### src/rtl/seg_zext_adder_pkg.sv
// ---------------------------------------------------------------------------
// +-------------------------------------------------------------------------+
// | Module   : seg_zext_adder_pkg                                           |
// | Purpose  : Shared definitions for the segmented zero-extending adder:   |
// |            FSM state encoding and the ceiling-divide helper used to     |
// |            size the segment count (NSEG) and B segment count (NB).      |
// | Ports    : none (package)                                               |
// | Revision : 1.0  initial release                                         |
// +-------------------------------------------------------------------------+
`default_nettype none

package seg_zext_adder_pkg;

  typedef enum logic [1:0] {
    IDLE = 2'd0,
    ADD  = 2'd1,
    DONE = 2'd2
  } state_t;

  function automatic int ceil_div(input int n, input int d);
    return (n + d - 1) / d;
  endfunction

endpackage : seg_zext_adder_pkg

`default_nettype wire

### src/rtl/seg_zext_adder_slice.sv
// ---------------------------------------------------------------------------
// +-------------------------------------------------------------------------+
// | Module   : seg_adder_slice                                              |
// | Purpose  : Combinational W-bit adder with carry in / carry out. One     |
// |            instance is time-shared across all segments of an add.      |
// | Ports    : x    in  W  addend segment                                   |
// |            y    in  W  addend segment                                   |
// |            cin  in  1  carry into the segment                           |
// |            s    out W  segment sum                                      |
// |            cout out 1  carry out of the segment                         |
// | Revision : 1.0  initial release                                         |
// +-------------------------------------------------------------------------+
`default_nettype none

module seg_adder_slice #(
  parameter int W = 8
) (
  input  logic [W-1:0] x,
  input  logic [W-1:0] y,
  input  logic         cin,
  output logic [W-1:0] s,
  output logic         cout
);

  assign {cout, s} = {1'b0, x} + {1'b0, y} + (W+1)'(cin);

endmodule : seg_adder_slice

`default_nettype wire

### src/rtl/seg_zext_adder.sv
// ---------------------------------------------------------------------------
// +-------------------------------------------------------------------------+
// | Module   : seg_zext_adder                                               |
// | Purpose  : Multi-cycle unsigned adder, sum = a + zero_extend(b),        |
// |            SEG_W bits per cycle, LSB segment first, valid/ready on      |
// |            both sides.                                                  |
// | Ports    : clk        in   1      clock, rising edge                    |
// |            rst        in   1      synchronous active-high reset         |
// |            in_valid   in   1      a/b valid                             |
// |            in_ready   out  1      idle, can accept an operation         |
// |            a          in   A_W    operand A                             |
// |            b          in   B_W    operand B (zero-extended)             |
// |            out_valid  out  1      sum valid                             |
// |            out_ready  in   1      consumer accepts sum                  |
// |            sum        out  A_W+1  {carry_out, a+b}                      |
// | Config   : SEG_ZEXT_ADDER_EARLY_EXIT_EN - finish as soon as all B       |
// |            segments are consumed and no carry is pending.               |
// | Revision : 1.0  initial release                                         |
// +-------------------------------------------------------------------------+
`default_nettype none

module seg_zext_adder
  import seg_zext_adder_pkg::*;
#(
  parameter int A_W   = 40,
  parameter int B_W   = 7,
  parameter int SEG_W = 8
) (
  input  logic           clk,
  input  logic           rst,
  input  logic           in_valid,
  output logic           in_ready,
  input  logic [A_W-1:0] a,
  input  logic [B_W-1:0] b,
  output logic           out_valid,
  input  logic           out_ready,
  output logic [A_W:0]   sum
);

  localparam int NSEG  = ceil_div(A_W, SEG_W);
  localparam int PAD_W = NSEG * SEG_W;
  localparam int IDX_W = $clog2(NSEG + 1);
`ifdef SEG_ZEXT_ADDER_EARLY_EXIT_EN
  localparam int NB    = ceil_div(B_W, SEG_W);
`endif

  generate
    if (B_W < 1 || B_W > A_W) begin : g_bad_bw
      $error("seg_zext_adder: B_W must be in 1..A_W");
    end
  endgenerate

  state_t             state_q, state_d;
  logic [PAD_W-1:0]   a_q, a_d;
  logic [PAD_W-1:0]   b_q, b_d;
  logic [PAD_W-1:0]   sum_q, sum_d;
  logic               carry_q, carry_d;
  logic [IDX_W-1:0]   idx_q, idx_d;

  logic [SEG_W-1:0]   xseg, yseg, sseg;
  logic               cout;

  // Operand segment selected by the current index.
  always_comb begin
    xseg = '0;
    yseg = '0;
    for (int k = 0; k < NSEG; k++) begin
      if (idx_q == IDX_W'(k)) begin
        xseg = a_q[k*SEG_W +: SEG_W];
        yseg = b_q[k*SEG_W +: SEG_W];
      end
    end
  end

  seg_adder_slice #(.W(SEG_W)) u_slice (
    .x    (xseg),
    .y    (yseg),
    .cin  (carry_q),
    .s    (sseg),
    .cout (cout)
  );

  always_comb begin
    state_d = state_q;
    a_d     = a_q;
    b_d     = b_q;
    sum_d   = sum_q;
    carry_d = carry_q;
    idx_d   = idx_q;
    case (state_q)
      IDLE: begin
        if (in_valid) begin
          a_d     = PAD_W'(a);
          b_d     = PAD_W'(b);
          // Preload A so that any segments skipped by early exit already
          // hold their final value (B and carry are zero there).
          sum_d   = PAD_W'(a);
          carry_d = 1'b0;
          idx_d   = '0;
          state_d = ADD;
        end
      end
      ADD: begin
        for (int k = 0; k < NSEG; k++) begin
          if (idx_q == IDX_W'(k)) begin
            sum_d[k*SEG_W +: SEG_W] = sseg;
          end
        end
        carry_d = cout;
        idx_d   = idx_q + IDX_W'(1);
        if (idx_q == IDX_W'(NSEG - 1)) begin
          state_d = DONE;
        end
`ifdef SEG_ZEXT_ADDER_EARLY_EXIT_EN
        else if ((idx_q >= IDX_W'(NB - 1)) && !cout) begin
          state_d = DONE;
        end
`endif
      end
      DONE: begin
        if (out_ready) begin
          state_d = IDLE;
        end
      end
      default: state_d = IDLE;
    endcase
  end

  always_ff @(posedge clk) begin
    if (rst) begin
      state_q <= IDLE;
      a_q     <= '0;
      b_q     <= '0;
      sum_q   <= '0;
      carry_q <= 1'b0;
      idx_q   <= '0;
    end else begin
      state_q <= state_d;
      a_q     <= a_d;
      b_q     <= b_d;
      sum_q   <= sum_d;
      carry_q <= carry_d;
      idx_q   <= idx_d;
    end
  end

  // With a partial top segment the final carry lands inside the padded sum
  // at bit A_W (the slice cout is then always 0); otherwise it is carry_q.
  logic [PAD_W:0] full_sum;
  logic           unused_full_sum;
  assign full_sum        = {carry_q, sum_q};
  assign sum             = full_sum[A_W:0];
  assign unused_full_sum = ^full_sum;

  assign in_ready  = (state_q == IDLE);
  assign out_valid = (state_q == DONE);

endmodule : seg_zext_adder

`default_nettype wire
### config.mk
export PLATFORM = sky130hd
export DESIGN_NAME = seg_zext_adder
export DESIGN_NICKNAME = d
export VERILOG_FILES = /design/src/rtl/seg_zext_adder_pkg.sv /design/src/rtl/seg_zext_adder_slice.sv /design/src/rtl/seg_zext_adder.sv
export SDC_FILE = /design/constraint.sdc
export NUM_CORES = 1
export LEC_CHECK = 0
export CAP_MARGIN = 30
export CORE_ASPECT_RATIO = 0.7
export CORE_MARGIN = 1.5
export CORE_UTILIZATION = 23
export CTS_CLUSTER_SIZE = 12
export DETAILED_ROUTE_END_ITERATION = 12
export SLEW_MARGIN = 20
export SYNTH_ARGS = -nofsm -noshare
export SYNTH_HDL_FRONTEND = slang
export SYNTH_HIERARCHICAL = 1
export SYNTH_SLANG_ARGS = --single-unit
### constraint.sdc
create_clock -name clk -period 6.8 [get_ports clk]
set_input_delay 1.36 -clock clk [delete_from_list [all_inputs] [get_ports clk]]
set_output_delay 1.36 -clock clk [all_outputs]
set_load 0.005 [all_outputs]
==> run summary, run 1 <==
=================================================================================
Status                                                               finished, final reports clean
Cells after synthesis                                                         562
Remaining antenna violation count after routing                                 0
Final hold viol count                                                           0
Overall die area                                                        21300 µm²
Startpoint class of the critical path                                        flop
PwrDens                                                                241 nW/µm²
Max-slew violation count                                                        0
Num Clock Sinks                                                                93
Shortest period the worst path allows                                     3.78 ns
Nets                                                                          688
Dominant register cell in the synthesized netlist                         dfxtp_1
Number of gates given a new drive strength after cts                            0
First-pass GRT wire length                                               23100 µm
Synth Warn #                                                                    6
Clk_skew                                                                0.0128 ns
First-pass DRT Iterations                                                       5
Final period utilization                                                    55.6%
Total overflow reported by the global router                                    0
Hold-fix buffers at CTS                                                         0
Endpoint class of the critical path                                          flop
Min-Delay Path Class                                                      reg2reg
Static Leak                                                               2.15 nW
Total routing usage reported by global routing                              14.3%
Later-pin clock latency in the skew report                                0.36 ns
Final sum of negative setup slack                                            0 ns
Slew HR                                                                     38.1%
Count of flip-flops with a built-in enable after synthesis                      0
Number of input and output port buffers inserted                               93
Maximum achievable frequency                                            0.264 GHz
Count of pins on the block boundary                                            94
Pin slew with the least headroom to its limit                            0.926 ns
Required time of the worst setup path                                     7.06 ns
Routability Congestion                                                      0.849
Core region area                                                        19900 µm²
Initial antenna violation count                                                 0
HPWL after detailed placement                                            11100 µm
Vias per std cell                                                            4.77
Starting Density                                                            23.6%
Buffer depth of the longest clock path                                          2
Layout area overhead                                                        30.0%
H-Tree Depth                                                                    3
Number of DRC markers in iteration 0                                          508
Total number of vias                                                         4287
DRC violations left                                                             0
Fraction of layout cells with a size suffix above 1                         8.76%
Inserted Clock Buffers                                                          9
Clk Tree Root Cell                                                      clkbuf_16
Post-Syn Nets                                                                 627
Largest voltage drop on the vdd net                                    0.000124 V
Height of the chip                                                         123 µm
Row Count                                                                      43
Mean cell area of the mapped netlist                                     8.35 µm²
Register clock-pin slew on the reported worst setup and hold paths        0.08 ns
Chip width                                                                 174 µm
Via count of the first global-routing pass                                   3893
Antenna fix cells                                                               0
Filler cell count in the final layout                                        2153
Count of buffers added by post-CTS timing repair for setup                      0
TritonCTS clock tree                                                          yes
Post-synthesis cell area                                                 4690 µm²
Post-synthesis sequential element count                                        93
Max-cap violations                                                              0
Total Wirelength                                                         15600 µm
Critical Path Fanout Max                                                       10
Synth async-reset ratio                                                        0%
Maximum number of pins on one net before global-route repair                   62
Arrival time of data at the critical path endpoint                        4.05 ns
Setup repair after global routing missed its margin                         false
# setup viols final                                                             0
Sequential-to-total area share from yosys stat                              39.7%
Routed length per instance                                                17.3 µm
Total design power                                                        1.47 mW
Distinct cells, synth                                                          44
Critical Setup Path Class                                                 reg2reg
=================================================================================
## layer usage
| metal | wire length (µm) | part of all wire [%] | GRT usage [%] | vias to the layer above |
|---|---|---|---|---|
| met5 | 0 | 0 | 0 | - |
| met4 | 148 | 0.95 | 3.29 | 0 |
| met3 | 1380 | 8.9 | 4.03 | 14 |
| met2 | 6040 | 39 | 19.7 | 173 |
| met1 | 7990 | 51 | 21.6 | 2001 |
| li1 | - | - | - | 2099 |
## state kept, by name (all words and copies together), names as in the netlist
register	flops
a_q	40
sum_q	40
b_q	7
idx_q	3
state_q	2
carry_q	1
## critical path, stage by stage, from the launching register on
cell	delay [ns]
dfxtp_1	0.39
ha_1	0.18
ha_1	0.36
or2_1	0.37
nor4b_4	0.12
and2_1	0.22
fa_1	0.46
fa_1	0.41
a21oi_1	0.23
o21bai_1	0.11
xor2_1	0.13
nand2_1	0.33
a311oi_1	0.39
## cells by family (layout without fill, tap and decap cells)
| kind of cell | count (synthesis) | in the layout | share of synthesized area [%] |
|---|---|---|---|
| AND/OR/NAND/NOR | 242 | 242 | 25.0 |
| AO/OA/AOI/OAI | 141 | 141 | 23.3 |
| flip-flops | 93 | 93 | 39.7 |
| buffers and inverters | 66 | 132 | 6.85 |
| adder cells (fa/ha/maj) | 14 | 14 | 4.05 |
| XOR/XNOR | 4 | 4 | 0.747 |
| other | 1 | 1 | 0.0799 |
| multiplexers | 1 | 1 | 0.320 |
## placed cells by master (no fill, tap or decap), drive strengths merged, types with 3 or more instances in the layout
| cell type | instances |
|---|---|
| and2 | 8 |
| clkbuf | 10 |
| nor2 | 11 |
| nand3 | 6 |
| inv | 17 |
| dfxtp | 93 |
| buf | 9 |
| o21ai | 3 |
| or2 | 4 |
| a221o | 8 |
| a31oi | 9 |
| nor4bb | 3 |
| a21oi | 72 |
| nor3 | 34 |
| ha | 12 |
| clkdlybuf4s50 | 92 |
| a311oi | 40 |
| nand3b | 9 |
| nand2b | 35 |
| nand2 | 124 |
## path summary, 6_finish.rpt
path,from,endpoint,depth (start not counted),slack [ns]
min,a_q[22],a_q[22],2,0.46
min reg2reg,a_q[22],a_q[22],2,0.46
max,idx_q[1],sum_q[36],12,3.02
max reg2reg,idx_q[1],sum_q[36],12,3.02
## through the flow
step / instance area, µm² / util (%) / std cells / worst slack [ns] / hold WS (ns)
after global routing: 6100 / 30.7 / 898 / 2.75 / 0.479
after global placement: 5750 / 28.9 / 881 / 3.21 / 0.443
after floorplan: 4690 / - / 562 / 3.62 / 0.432
after CTS: 6100 / 30.7 / 898 / 3.09 / 0.460
final: 6100 / 30.7 / 898 / 3.02 / 0.459
after detailed placement: 5780 / 29.0 / 882 / 3.10 / 0.451
## where the power goes
part	internal (mW)	total (mW)	switching, mW	leakage [nW]
Combinational	0.143	0.300	0.156	1.23
Clock	0.327	0.559	0.233	0.151
Sequential	0.585	0.612	0.0269	0.766
Total	1.06	1.47	0.416	2.15
## Yosys cell counts, drive strengths merged (3+ instances only)
library cell	n	area, µm²
a221o	8	80.1
dfxtp	93	1860
a31oi	9	56.3
nor4bb	3	30.0
clkbuf	20	75.1
inv	15	56.3
nor2	11	41.3
nand2	124	465
nand3	6	30.0
and2	8	50.1
nor3	34	170
a311oi	40	494
nand2b	35	219
buf	31	190
or2	4	25.0
a21oi	72	364
ha	12	150
o21ai	3	18.8
nand3b	9	67.6
## cell type report
cell class	count	area [µm²]	share of cell area [%]
flip-flops and latches	93	1860	30.5
well taps	270	338	5.54
clock inverters	6	95.1	1.56
multi-input cells	403	2510	41.2
repair buffers	101	1010	16.5
clock buffers	10	229	3.75
inverters	15	56.3	0.923
Power figures use the tool's default switching activity.
==> inputs of run 2 (changes only) <==
==> constraint.sdc (replaced) <==
create_clock -name clk -period 3.12 [get_ports clk]
set_input_delay 0.624 -clock clk [delete_from_list [all_inputs] [get_ports clk]]
set_output_delay 0.624 -clock clk [all_outputs]
set_load 0.005 [all_outputs]
==> run 2 against run 1 <==
The flow now finishes with violations (setup timing); critical endpoint is now sum_q[37]; non-clock buffer count up 43; worst hold slack got worse by 0.0069 ns; wire length increased by 5.0%; sequential cell count stayed put.
==> run summary, run 2 (synthesis gave the netlist of run 1 again) <==
=================================================================================
Status                                                               finished with violations
Violated checks                                                      setup timing
Crit path buf inv count                                                         3
Largest voltage drop on the vdd net                                    0.000265 V
Logic pwr share                                                             24.5%
Nets                                                                          731
Later-pin clock latency in the skew report                                0.35 ns
Crit-path most repeated cell                                                 ha_4
PwrDens                                                                477 nW/µm²
TritonCTS clock tree                                                          yes
Final hold viol count                                                           0
Clk Tree Root Cell                                                      clkbuf_16
Slew HR                                                                     56.3%
Max-slew violation count                                                        0
Routability Congestion                                                      0.886
Overall die area                                                        21300 µm²
Number of input and output port buffers inserted                               93
Critical Path Fanout Max                                                        5
Shortest period the worst path allows                                     3.13 ns
Initial antenna violation count                                                 0
Row Count                                                                      43
DRC violations left                                                             0
Height of the chip                                                         123 µm
Vias per std cell                                                            4.73
Routed length per instance                                                17.4 µm
Startpoint class of the critical path                                        flop
Sw Share                                                                    29.9%
Switching component of the power                                         0.966 mW
Via count of the first global-routing pass                                   4076
Total number of vias                                                         4454
H-Tree Depth                                                                    3
First-pass GRT wire length                                               24500 µm
Cell Chain, Critical Path                                            ha_4, ha_2, or2_4, buf_6, a221o_1, a31oi_4, ha_4, inv_1, a21oi_4, nor4_2, a311o_1, nand2_2, buf_12, a311oi_2
Most common cell after layout, fill and taps aside                        nand2_1
Min-Delay Path Class                                                      reg2reg
Final sum of negative setup slack                                     -0.00703 ns
First-pass DRT Iterations                                                       5
Clk_skew                                                               0.00918 ns
Flop pwr share                                                              41.5%
Critical Setup Path Class                                                 reg2reg
Post-route worst setup slack                                          -0.00703 ns
# setup viols final                                                             1
Clock network fraction of design power                                      34.1%
Count of pins on the block boundary                                            94
Num Clock Sinks                                                                93
Chip width                                                                 174 µm
Largest stage delay, worst path                                           0.37 ns
Utilization of the core after routing                                       33.9%
Core region area                                                        19900 µm²
Slowest-stage cell, CP                                                    dfxtp_2
HPWL after detailed placement                                            12000 µm
Total overflow reported by the global router                                    0
Register clock-pin slew on the reported worst setup and hold paths        0.07 ns
Buffer depth of the longest clock path                                          2
Total routing usage reported by global routing                              15.1%
Endpoint class of the critical path                                          flop
Starting Density                                                            23.6%
Layout area overhead                                                        44.0%
Antenna fix cells                                                               0
Design internal power                                                     2.26 mW
Static Leak                                                               2.38 nW
Arrival time of data at the critical path endpoint                        3.38 ns
Pin slew with the least headroom to its limit                            0.656 ns
Registers with the highest flip-flop counts                          a_q (40), sum_q (40), b_q (7)
Commonest non-fill, non-tap cells in the layout                      nand2_1, clkdlybuf4s50_1, dfxtp_1
Maximum number of pins on one net before global-route repair                   52
Maximum achievable frequency                                            0.320 GHz
Required time of the worst setup path                                     3.37 ns
Max-cap violations                                                              0
Total Wirelength                                                         16300 µm
CP top delay family                                                  compound AO/OA/AOI/OAI gates
Number of DRC markers in iteration 0                                          459
Remaining antenna violation count after routing                                 0
Final period utilization                                                     100%
Inserted Clock Buffers                                                          9
Fraction of layout cells with a size suffix above 1                         21.0%
=================================================================================
==> run 2: path summary, 6_finish.rpt <==
path / cells past startpoint / slack, ns / end / startpoint
setup / recovery: 14 / -0.007 / sum_q[37] / idx_q[1]
hold / removal: 2 / 0.45 / b_q[3] / b_q[3]
setup reg to reg: 14 / -0.007 / sum_q[37] / idx_q[1]
hold reg to reg: 2 / 0.45 / b_q[3] / b_q[3]
==> run 2: what timing repair did <==
action,4_1_cts,5_1_grt
setup endpoints to repair,15,22
cloned,0,0
hold buffers,0,0
pin swaps,2,17
resized for setup,10,49
setup buffers,1,4
endpoints found under the hold margin,0,0
==> run 2: area by class of cell <==
cell class,count,area (µm²)
Multi-Input combinational cell,403,2830
Inverter,15,58.8
Fill cell,2064,13200
Timing Repair Buffer,144,1380
Tap cell,270,338
Clock buffer,10,239
Clock inverter,6,52.6
Sequential cell,93,1870
==> run 2: layer usage <==
| metal | wire (µm) | up-vias | GRT usage (%) |
|---|---|---|---|
| li1 | - | 2180 | - |
| met1 | 8630 | 2080 | 24.0 |
| met2 | 6500 | 185 | 20.3 |
| met3 | 1120 | 9 | 3.31 |
| met4 | 97 | 0 | 2.69 |
| met5 | 0 | - | 0 |
==> run 2: stage by stage <==
stage	hold slack [ns]	instance area [µm²]	setup WS [ns]	instances	power, mW
floorplan	0.432	4690	0.0524	562	1.72
global placement	0.443	6090	-0.0709	920	2.07
detailed placement	0.445	6090	-0.0907	920	2.07
CTS	0.455	6430	0.0000351	937	3.17
global route	0.471	6760	-0.0589	941	3.36
finish	0.452	6760	-0.00703	941	3.23
==> run 2: worst register-to-register path: stages (launching register included) <==
cell and delay [ns]:
dfxtp_2 0.37, ha_4 0.17, ha_2 0.17, or2_4 0.28, buf_6 0.13, a221o_1 0.31, a31oi_4 0.26, ha_4 0.24
inv_1 0.11, a21oi_4 0.05, nor4_2 0.28, a311o_1 0.17, nand2_2 0.10, buf_12 0.16, a311oi_2 0.24
==> run 2: power by group through the flow <==
stage | Combinational, mW | Sequential [mW] | Clock (mW)
floorplan | 0.378 | 1.34 | 0
global placement | 0.706 | 1.36 | 0
detailed placement | 0.709 | 1.36 | 0
CTS | 0.719 | 1.34 | 1.12
global route | 0.848 | 1.35 | 1.16
finish | 0.789 | 1.34 | 1.10
